### src/rtl/sum3_pkg.sv
// Shared definitions for the three-operand sum decomposer.
//   state_e          : FSM states of the decomposer
//   MAX_OPERAND(w)   : largest operand value for a w-bit operand (2^w - 1)
//   MAX_EXACT_SUM(w) : largest exact sum of three w-bit operands (3 * (2^w - 1))
package sum3_pkg;

  typedef enum logic [1:0] {
    IDLE = 2'd0,
    SCAN = 2'd1,
    DONE = 2'd2
  } state_e;

  function automatic int MAX_OPERAND(input int w);
    return (1 << w) - 1;
  endfunction

  function automatic int MAX_EXACT_SUM(input int w);
    return 3 * ((1 << w) - 1);
  endfunction

endpackage

### src/rtl/sum3_residue.sv
// Combinational residue for one (a, b) candidate: c = target - a - b.
// Ports:
//   target_i     : requested sum (WIDTH+2 bits)
//   a_i, b_i     : candidate operands
//   exact_i      : 1 = exact integer sum, 0 = modulo 2^WIDTH
//   c_o          : third operand (low WIDTH bits of the residue)
//   cand_valid_o : candidate yields a legal triple
module sum3_residue #(
  parameter int WIDTH = 4
) (
  input  logic [WIDTH+1:0] target_i,
  input  logic [WIDTH-1:0] a_i,
  input  logic [WIDTH-1:0] b_i,
  input  logic             exact_i,
  output logic [WIDTH-1:0] c_o,
  output logic             cand_valid_o
);

  logic [WIDTH+1:0] cFull;

  // Residue in WIDTH+2-bit two's complement. In exact mode the target never
  // exceeds 3*(2^WIDTH-1), so the true residue lies in [-2*(2^WIDTH-1),
  // 3*(2^WIDTH-1)]; no out-of-range value in that window aliases into
  // [0, 2^WIDTH-1] modulo 2^(WIDTH+2), so testing the two top bits for zero
  // is an exact range check.
  always_comb begin
    cFull        = target_i - {2'b00, a_i} - {2'b00, b_i};
    c_o          = cFull[WIDTH-1:0];
    cand_valid_o = !exact_i || (cFull[WIDTH+1:WIDTH] == 2'b00);
  end

endmodule

### src/rtl/sum3_decomposer.sv
// Enumerates every operand triple (a, b, c) whose sum equals a target and
// streams them out over a valid/ready interface, in modulo-2^WIDTH or exact
// mode.
// Ports:
//   clk_i, rst_i           : clock, asynchronous active-high reset
//   start_i                : begin an enumeration (sampled only in IDLE)
//   target_i, exact_i      : requested sum and mode, captured with start_i
//   out_valid_o/out_ready_i: triple handshake
//   out_a_o/out_b_o/out_c_o: presented triple
//   busy_o                 : high in SCAN and DONE
//   done_o                 : one-cycle pulse at the end of an enumeration
//   count_o                : triples accepted in the current or last run
module sum3_decomposer
  import sum3_pkg::*;
#(
  parameter int WIDTH = 4
) (
  input  logic               clk_i,
  input  logic               rst_i,
  input  logic               start_i,
  input  logic [WIDTH+1:0]   target_i,
  input  logic               exact_i,
  output logic               out_valid_o,
  input  logic               out_ready_i,
  output logic [WIDTH-1:0]   out_a_o,
  output logic [WIDTH-1:0]   out_b_o,
  output logic [WIDTH-1:0]   out_c_o,
  output logic               busy_o,
  output logic               done_o,
  output logic [2*WIDTH:0]   count_o
);

  localparam int CW = 2 * WIDTH + 1;
  localparam logic [WIDTH-1:0] MaxOp  = WIDTH'(MAX_OPERAND(WIDTH));
  localparam logic [WIDTH+1:0] MaxSum = (WIDTH + 2)'(MAX_EXACT_SUM(WIDTH));

  state_e           state_q, state_d;
  logic [WIDTH-1:0] a_q, a_d;
  logic [WIDTH-1:0] b_q, b_d;
  logic [WIDTH+1:0] target_q, target_d;
  logic             exact_q, exact_d;
  logic [CW-1:0]    count_q, count_d;

  logic [WIDTH-1:0] cRes;
  logic             candValid;
  logic             advance;

  sum3_residue #(.WIDTH(WIDTH)) u_residue (
    .target_i     (target_q),
    .a_i          (a_q),
    .b_i          (b_q),
    .exact_i      (exact_q),
    .c_o          (cRes),
    .cand_valid_o (candValid)
  );

  // An invalid candidate is skipped immediately; a valid one waits for the
  // consumer, which stretches it without moving (a, b).
  assign advance = !candValid || out_ready_i;

  // Next-state logic: capture on start, walk b fastest then a, and leave
  // SCAN once the (max, max) candidate has been accepted or skipped.
  always_comb begin
    state_d  = state_q;
    a_d      = a_q;
    b_d      = b_q;
    target_d = target_q;
    exact_d  = exact_q;
    count_d  = count_q;
    unique case (state_q)
      IDLE: begin
        if (start_i) begin
          target_d = target_i;
          exact_d  = exact_i;
          count_d  = '0;
          a_d      = '0;
          b_d      = '0;
          if (exact_i && (target_i > MaxSum)) begin
            state_d = DONE;
          end else begin
            state_d = SCAN;
          end
        end
      end
      SCAN: begin
        if (advance) begin
          if (candValid) begin
            count_d = count_q + CW'(1);
          end
          if (b_q == MaxOp) begin
            b_d = '0;
            if (a_q == MaxOp) begin
              state_d = DONE;
            end else begin
              a_d = a_q + WIDTH'(1);
            end
          end else begin
            b_d = b_q + WIDTH'(1);
          end
        end
      end
      DONE: begin
        state_d = IDLE;
      end
      default: begin
        state_d = IDLE;
      end
    endcase
  end

  // State registers; reset abandons any run without a done pulse.
  always_ff @(posedge clk_i or posedge rst_i) begin
    if (rst_i) begin
      state_q  <= IDLE;
      a_q      <= '0;
      b_q      <= '0;
      target_q <= '0;
      exact_q  <= 1'b0;
      count_q  <= '0;
    end else begin
      state_q  <= state_d;
      a_q      <= a_d;
      b_q      <= b_d;
      target_q <= target_d;
      exact_q  <= exact_d;
      count_q  <= count_d;
    end
  end

  // Outputs are decoded from registered state only; out_ready_i never
  // reaches them.
  always_comb begin
    out_valid_o = (state_q == SCAN) && candValid;
    out_a_o     = a_q;
    out_b_o     = b_q;
    out_c_o     = cRes;
    busy_o      = (state_q == SCAN) || (state_q == DONE);
    done_o      = (state_q == DONE);
    count_o     = count_q;
  end

endmodule

### config.mk
export PLATFORM = sky130hd
export DESIGN_NAME = sum3_decomposer
export DESIGN_NICKNAME = d
export VERILOG_FILES = /design/src/rtl/sum3_pkg.sv /design/src/rtl/sum3_residue.sv /design/src/rtl/sum3_decomposer.sv
export SDC_FILE = /design/constraint.sdc
export NUM_CORES = 1
export LEC_CHECK = 0
export ABC_AREA = 0
export CORE_ASPECT_RATIO = 1.1
export CORE_MARGIN = 5
export CORE_UTILIZATION = 45
export DETAILED_ROUTE_END_ITERATION = 6
export GPL_ROUTABILITY_DRIVEN = 0
export PLACE_DENSITY = 0.79
export SYNTH_ARGS = -nofsm -noshare
export SYNTH_HDL_FRONTEND = slang
export SYNTH_HIERARCHICAL = 1
export SYNTH_SLANG_ARGS = --single-unit
### constraint.sdc
create_clock -name clk_i -period 7.6 [get_ports clk_i]
set_input_delay 1.52 -clock clk_i [delete_from_list [all_inputs] [get_ports clk_i]]
set_output_delay 1.52 -clock clk_i [all_outputs]
set_load 0.1 [all_outputs]
# ---- Word-level counts from Yosys, hierarchy flattened
# Index checks and enable logic that the tools add are counted.
dict set report word_totals {
  regBits 26
  input_bits 11
  out_inout_bits 24
  elab_cells 55
}
dict set report op_classes {
  addsub 5
  magnitude_cmp 1
  eq_ne 10
  muxes 18
  reduce_logical 15
}
# cell n
set op_table {}
lappend op_table {{two-way mux 9 bit} 3}
lappend op_table {{two-way mux 4 bit} 6}
lappend op_table {{one-hot mux 9 bit (2 select lines)} 1}
lappend op_table {{one-hot mux 4 bit (2 select lines)} 2}
lappend op_table {{!= test 2 bit, second input constant} 6}
lappend op_table {{subtractor 6 x 4 -> 6 bit} 2}
lappend op_table {{two-way mux 2 bit} 5}
lappend op_table {{adder 9 x 1 -> 9 bit, second input constant} 1}
lappend op_table {{adder 4 x 1 -> 4 bit, second input constant} 2}
lappend op_table {{equality test 4 bit, second input constant} 2}
lappend op_table {{AND reduction 4 bit} 2}
lappend op_table {{greater-than comparator 6 bit, second input constant} 1}
lappend op_table {{AND reduction 5 bit} 1}
lappend op_table {{zero test 2 bit} 2}
lappend op_table {{one-hot mux 2 bit (2 select lines)} 1}
lappend op_table {{logical OR 1 bit} 3}
lappend op_table {{AND reduction 3 bit} 1}
lappend op_table {{equality test 2 x 1 -> 1 bit, second input constant} 1}
lappend op_table {{equality test 2 bit, second input constant} 1}
lappend op_table {{logical AND 1 bit} 2}
lappend op_table {{zero test 1 bit} 2}
lappend op_table {{AND reduction 2 bit} 1}
lappend op_table {{nonzero test 2 bit} 1}

# ---- Longest topological paths before layout
dict set report logic_depth {
  depth_word 8
  mapped_depth 12
  ltp_nobuf 12
}

# ---- Hierarchy
# The synthesis kept the hierarchy.
# module n_inst cells_per_inst area_each_um2 seq_area_each_um2
set modules_own_cells {}
lappend modules_own_cells {sum3_decomposer 1 141 1455.1 650.6}
lappend modules_own_cells {sum3_residue 1 41 332.8 0.0}

# ---- Worst setup path before layout
# No wires, ideal clock.
dict set report synth_timing {
  path_kind {register to output}
  startpoint {reg a_q[2] (netlist: out_a_o[2])}
  endpoint {out out_c_o[3]}
  t_arrival_ps 3658
  required_time_ps 6080
  setup_slack_ps 2422
  path_stages_with_launch 6
  n_path_buf 0
  cell_sequence {dfrtp_1 -> inv_1 -> fa_1 -> ha_1 -> a21oi_1 -> xnor2_1}
}
dict set report synth_via {
  elab_chain_cells 2
}
# element line
set synth_rtl {}
lappend synth_rtl {{from (decl)} sum3_decomposer.sv:38} ;# logic [WIDTH-1:0] a_q, a_d;
lappend synth_rtl {{from (signal assigned)} sum3_decomposer.sv:115} ;# a_q <= '0;
lappend synth_rtl {{from (signal assigned)} sum3_decomposer.sv:122} ;# a_q <= a_d;
lappend synth_rtl {{subtractor 6 x 4 -> 6 bit (2 in series)} sum3_residue.sv:27} ;# cFull = target_i - {2'b00, a_i} - {2'b00, b_i};
lappend synth_rtl {{to (decl)} sum3_decomposer.sv:27} ;# output logic [WIDTH-1:0] out_c_o,
# Every way passes these cells.

# ---- Final worst setup path
dict set report layout_timing {
  startpoint {reg a_q[2] (netlist: out_a_o[2])}
  endpoint {out out_valid_o}
}
dict set report layout_via {
  elab_chain_cells 5
}
# element line
set layout_rtl {}
lappend layout_rtl {{subtractor 6 x 4 -> 6 bit (2 in series)} sum3_residue.sv:27}
lappend layout_rtl {{zero test 2 bit} sum3_residue.sv:29} ;# cand_valid_o = !exact_i || (cFull[WIDTH+1:WIDTH] == 2'b00);
lappend layout_rtl {{logical OR 1 bit} sum3_residue.sv:29}
lappend layout_rtl {{net candValid} sum3_decomposer.sv:45} ;# logic candValid;
lappend layout_rtl {{logical AND 1 bit} sum3_decomposer.sv:133} ;# out_valid_o = (state_q == SCAN) && candValid;
lappend layout_rtl {{to (decl)} sum3_decomposer.sv:23} ;# output logic out_valid_o,
# The timed path passes the listed nets, and every way through them passes these cells.

==> results.cfg <==
[clock_network]
cts_tree = done
cts_made_buffers = 3
root_buffer = clkbuf_8
cts.hold.buffers_added = 0
cts_max_path_buffers = 2
cts_setup_buffers = 0
clk_latency_ns = 0.26
clk_pin_slew_ns = 0.08
cts_resized = 0
cts_sinks = 26
h-tree-depth = 1

[detailed_routing]
avgViaCountPerCell = 5.27
drt_pass1_iterations = 4
drc = 0
met1_length_um = 1740
finalWirelength_um = 3730
vias = 1408
wl_met3_um = 162
met2_length_um = 1760
top_layer = met4
first_iter_violations = 82
final_antenna_net_count = 0
wl_per_cell_um = 14.0

[critical_path]
worstRegToRegCells = 11
worstPathArrival_ns = 3.90
critPathMaxFanout = 8
start_kind = register
crit_chain = inv_1 -> fa_1 -> ha_1 -> a21oi_1 -> a21oi_1 -> o21a_1 -> o31ai_2 -> and2_1 -> clkdlybuf4s50_1
crit_slowest_cell = clkdlybuf4s50_1
path_common_cell = a21oi_1
crit_required_ns = 6.08
critPathKind = reg2out
worst_path_largest_cell_delay_ns = 1.14
end_kind = output port

[synth]
netlist_area_um2 = 1790
syn-instance-count = 182
yosys-top-cells-area = dfrtp_1 (36%), ha_1 (9.1%), fa_1 (4.5%), inv_1 (4.4%), mux2_2 (4.4%)
synth_edf_count = 0
yosysUniqueCellTypes = 48
synth.top_cell.area_share_pct = 36.4
syn_area_per_cell_um2 = 9.82
yosysSeqAreaShare_pct = 36.4
ys_warn_count = 6
synth_top_flop_cell = dfrtp_1
synth_nets = 210
synth-seq-cells = 26
async_flop_share_pct = 100
yosysTopAreaCell = dfrtp_1

[job]
cap_violations = 0

[grt]
first_global_vias = 1444
overflow = 0
grt_max_degree = 27
grt_pass1_wl_um = 6740
grt_use_total_pct = 15.1
antenna_found_initial = 0

[timing]
rsz0062_at_grt = false
slew_headroom_pct = 32.1
slew_viol_final = 0
worstMarginPinSlew_ns = 1.02
finalClockSkew_ns = 0.00216
max_freq_ghz = 0.185
fin_crit_ns = 5.42
fin_tns_setup_ns = 0
finalHoldViolations = 0
setup_viol = 0
final.period_utilization_pct = 71.3

[finish]
insertedDiodeCount = 0
multi_input_area_um2 = 1030
nNetsFinal = 245
drive_above_1_share_pct = 11.2
regArea_um2 = 651
final_cells = 267
nFillCells = 355
area_growth_pct = 23.6

[floorplan]
rows = 24
core_area_um2 = 3900
io_pins = 35
dieHeight_um = 76.1
die_x_um = 70.1
initial_core_util_pct = 45.8
die_area_um2 = 5340

[status]
status = finished, final reports clean

[place]
hpwl_um = 2880
portBuffers = 34
dp_cells = 264

[worst_hold_path]
holdPathStages = 1
min-delay-path-class = reg2reg
placed cells by master (no fill, tap or decap), drive strengths merged, types with 3 or more instances in the layout:
cell	Yosys	final
a21o	3	3
clkbuf	1	3
nand3	7	7
dfrtp	26	26
inv	21	21
xnor2	5	5
mux2	8	8
a21oi	14	14
nor3	3	3
ha	13	13
clkdlybuf4s50	0	34
nand2	13	13
o21ai	9	9
fa	4	4
a31o	4	4
nor2	12	12
nor4	3	3
per-stage QoR:
step                worst slack, ns  cell area [um2]  util [%]  hold WS (ns)
floorplan                      2.42             1790         -         0.486
global placement               2.56             2170      55.5         0.505
detailed placement             2.50             2170      55.5         0.516
CTS                            2.19             2210      56.6         0.535
global route                   1.95             2210      56.6         0.555
finish                         2.18             2210      56.6         0.530
per-layer routing:
metal / vias up / GRT usage (%)
li1: 707 / -
met1: 664 / 20.0
met2: 31 / 24.9
met3: 6 / 3.17
met4: 0 / 4.02
met5: - / 0
cell usage after synthesis, types with 2 or more instances:
cell	number
a31o_2	4
fa_1	4
dfrtp_1	26
o21ai_0	8
nand4_1	2
and3b_1	2
mux2_2	7
nand3_1	7
xnor2_1	5
nor4_2	2
nor2_1	12
a21o_1	3
ha_1	13
and2_1	2
a22o_1	2
and3_1	2
a21oi_1	14
buf_2	2
nand3b_1	2
xor2_1	2
nand2_1	13
or3_1	2
inv_1	21
final timing paths:
check | startpoint | slack [ns] | to
max in group asynchronous | rst_i | 5.19 | state_q[1]
setup / recovery | out_a_o[2] | 2.18 | out_valid_o
hold reg to reg | target_q[4] | 0.53 | target_q[4]
hold / removal | target_q[4] | 0.53 | target_q[4]
min in group asynchronous | rst_i | 1.80 | count_o[6]
setup reg to reg | out_a_o[2] | 4.38 | count_o[3]
state kept, by name (all words and copies together) (netlist names):
register and cells:
target_q 6, state_q 2, out_b_o 4, exact_q 1, count_o 9, out_a_o 4
critical path, delay by kind of cell (launching register included):
family	cells	cell delay, ns
compound gates	4	0.85
fa+ha+maj	2	0.86
simple gates	1	0.20
buf+inv	2	1.23
flops	1	0.47
final cells by class:
class / instances / share of cell area [%]
Clock buffer: 3 / 1.87
Inverter: 21 / 3.57
Multi-Input combinational cell: 131 / 46.8
Sequential cell: 26 / 29.4
Tap cell: 52 / 2.94
Timing Repair Buffer: 34 / 15.4
logic make-up (layout without fill, tap and decap cells):
family	after synthesis	count (layout)	share of synthesized area, %
flops	26	26	36.4
fa+ha+maj	17	17	13.6
mux	10	10	6.58
xor+xnor	7	7	3.43
simple gates	53	53	16.5
buf+inv	25	58	5.81
compound gates	44	44	17.7
Power is not shown: default switching activity piles up to over one toggle a cycle in this logic, so the estimate is an artifact.
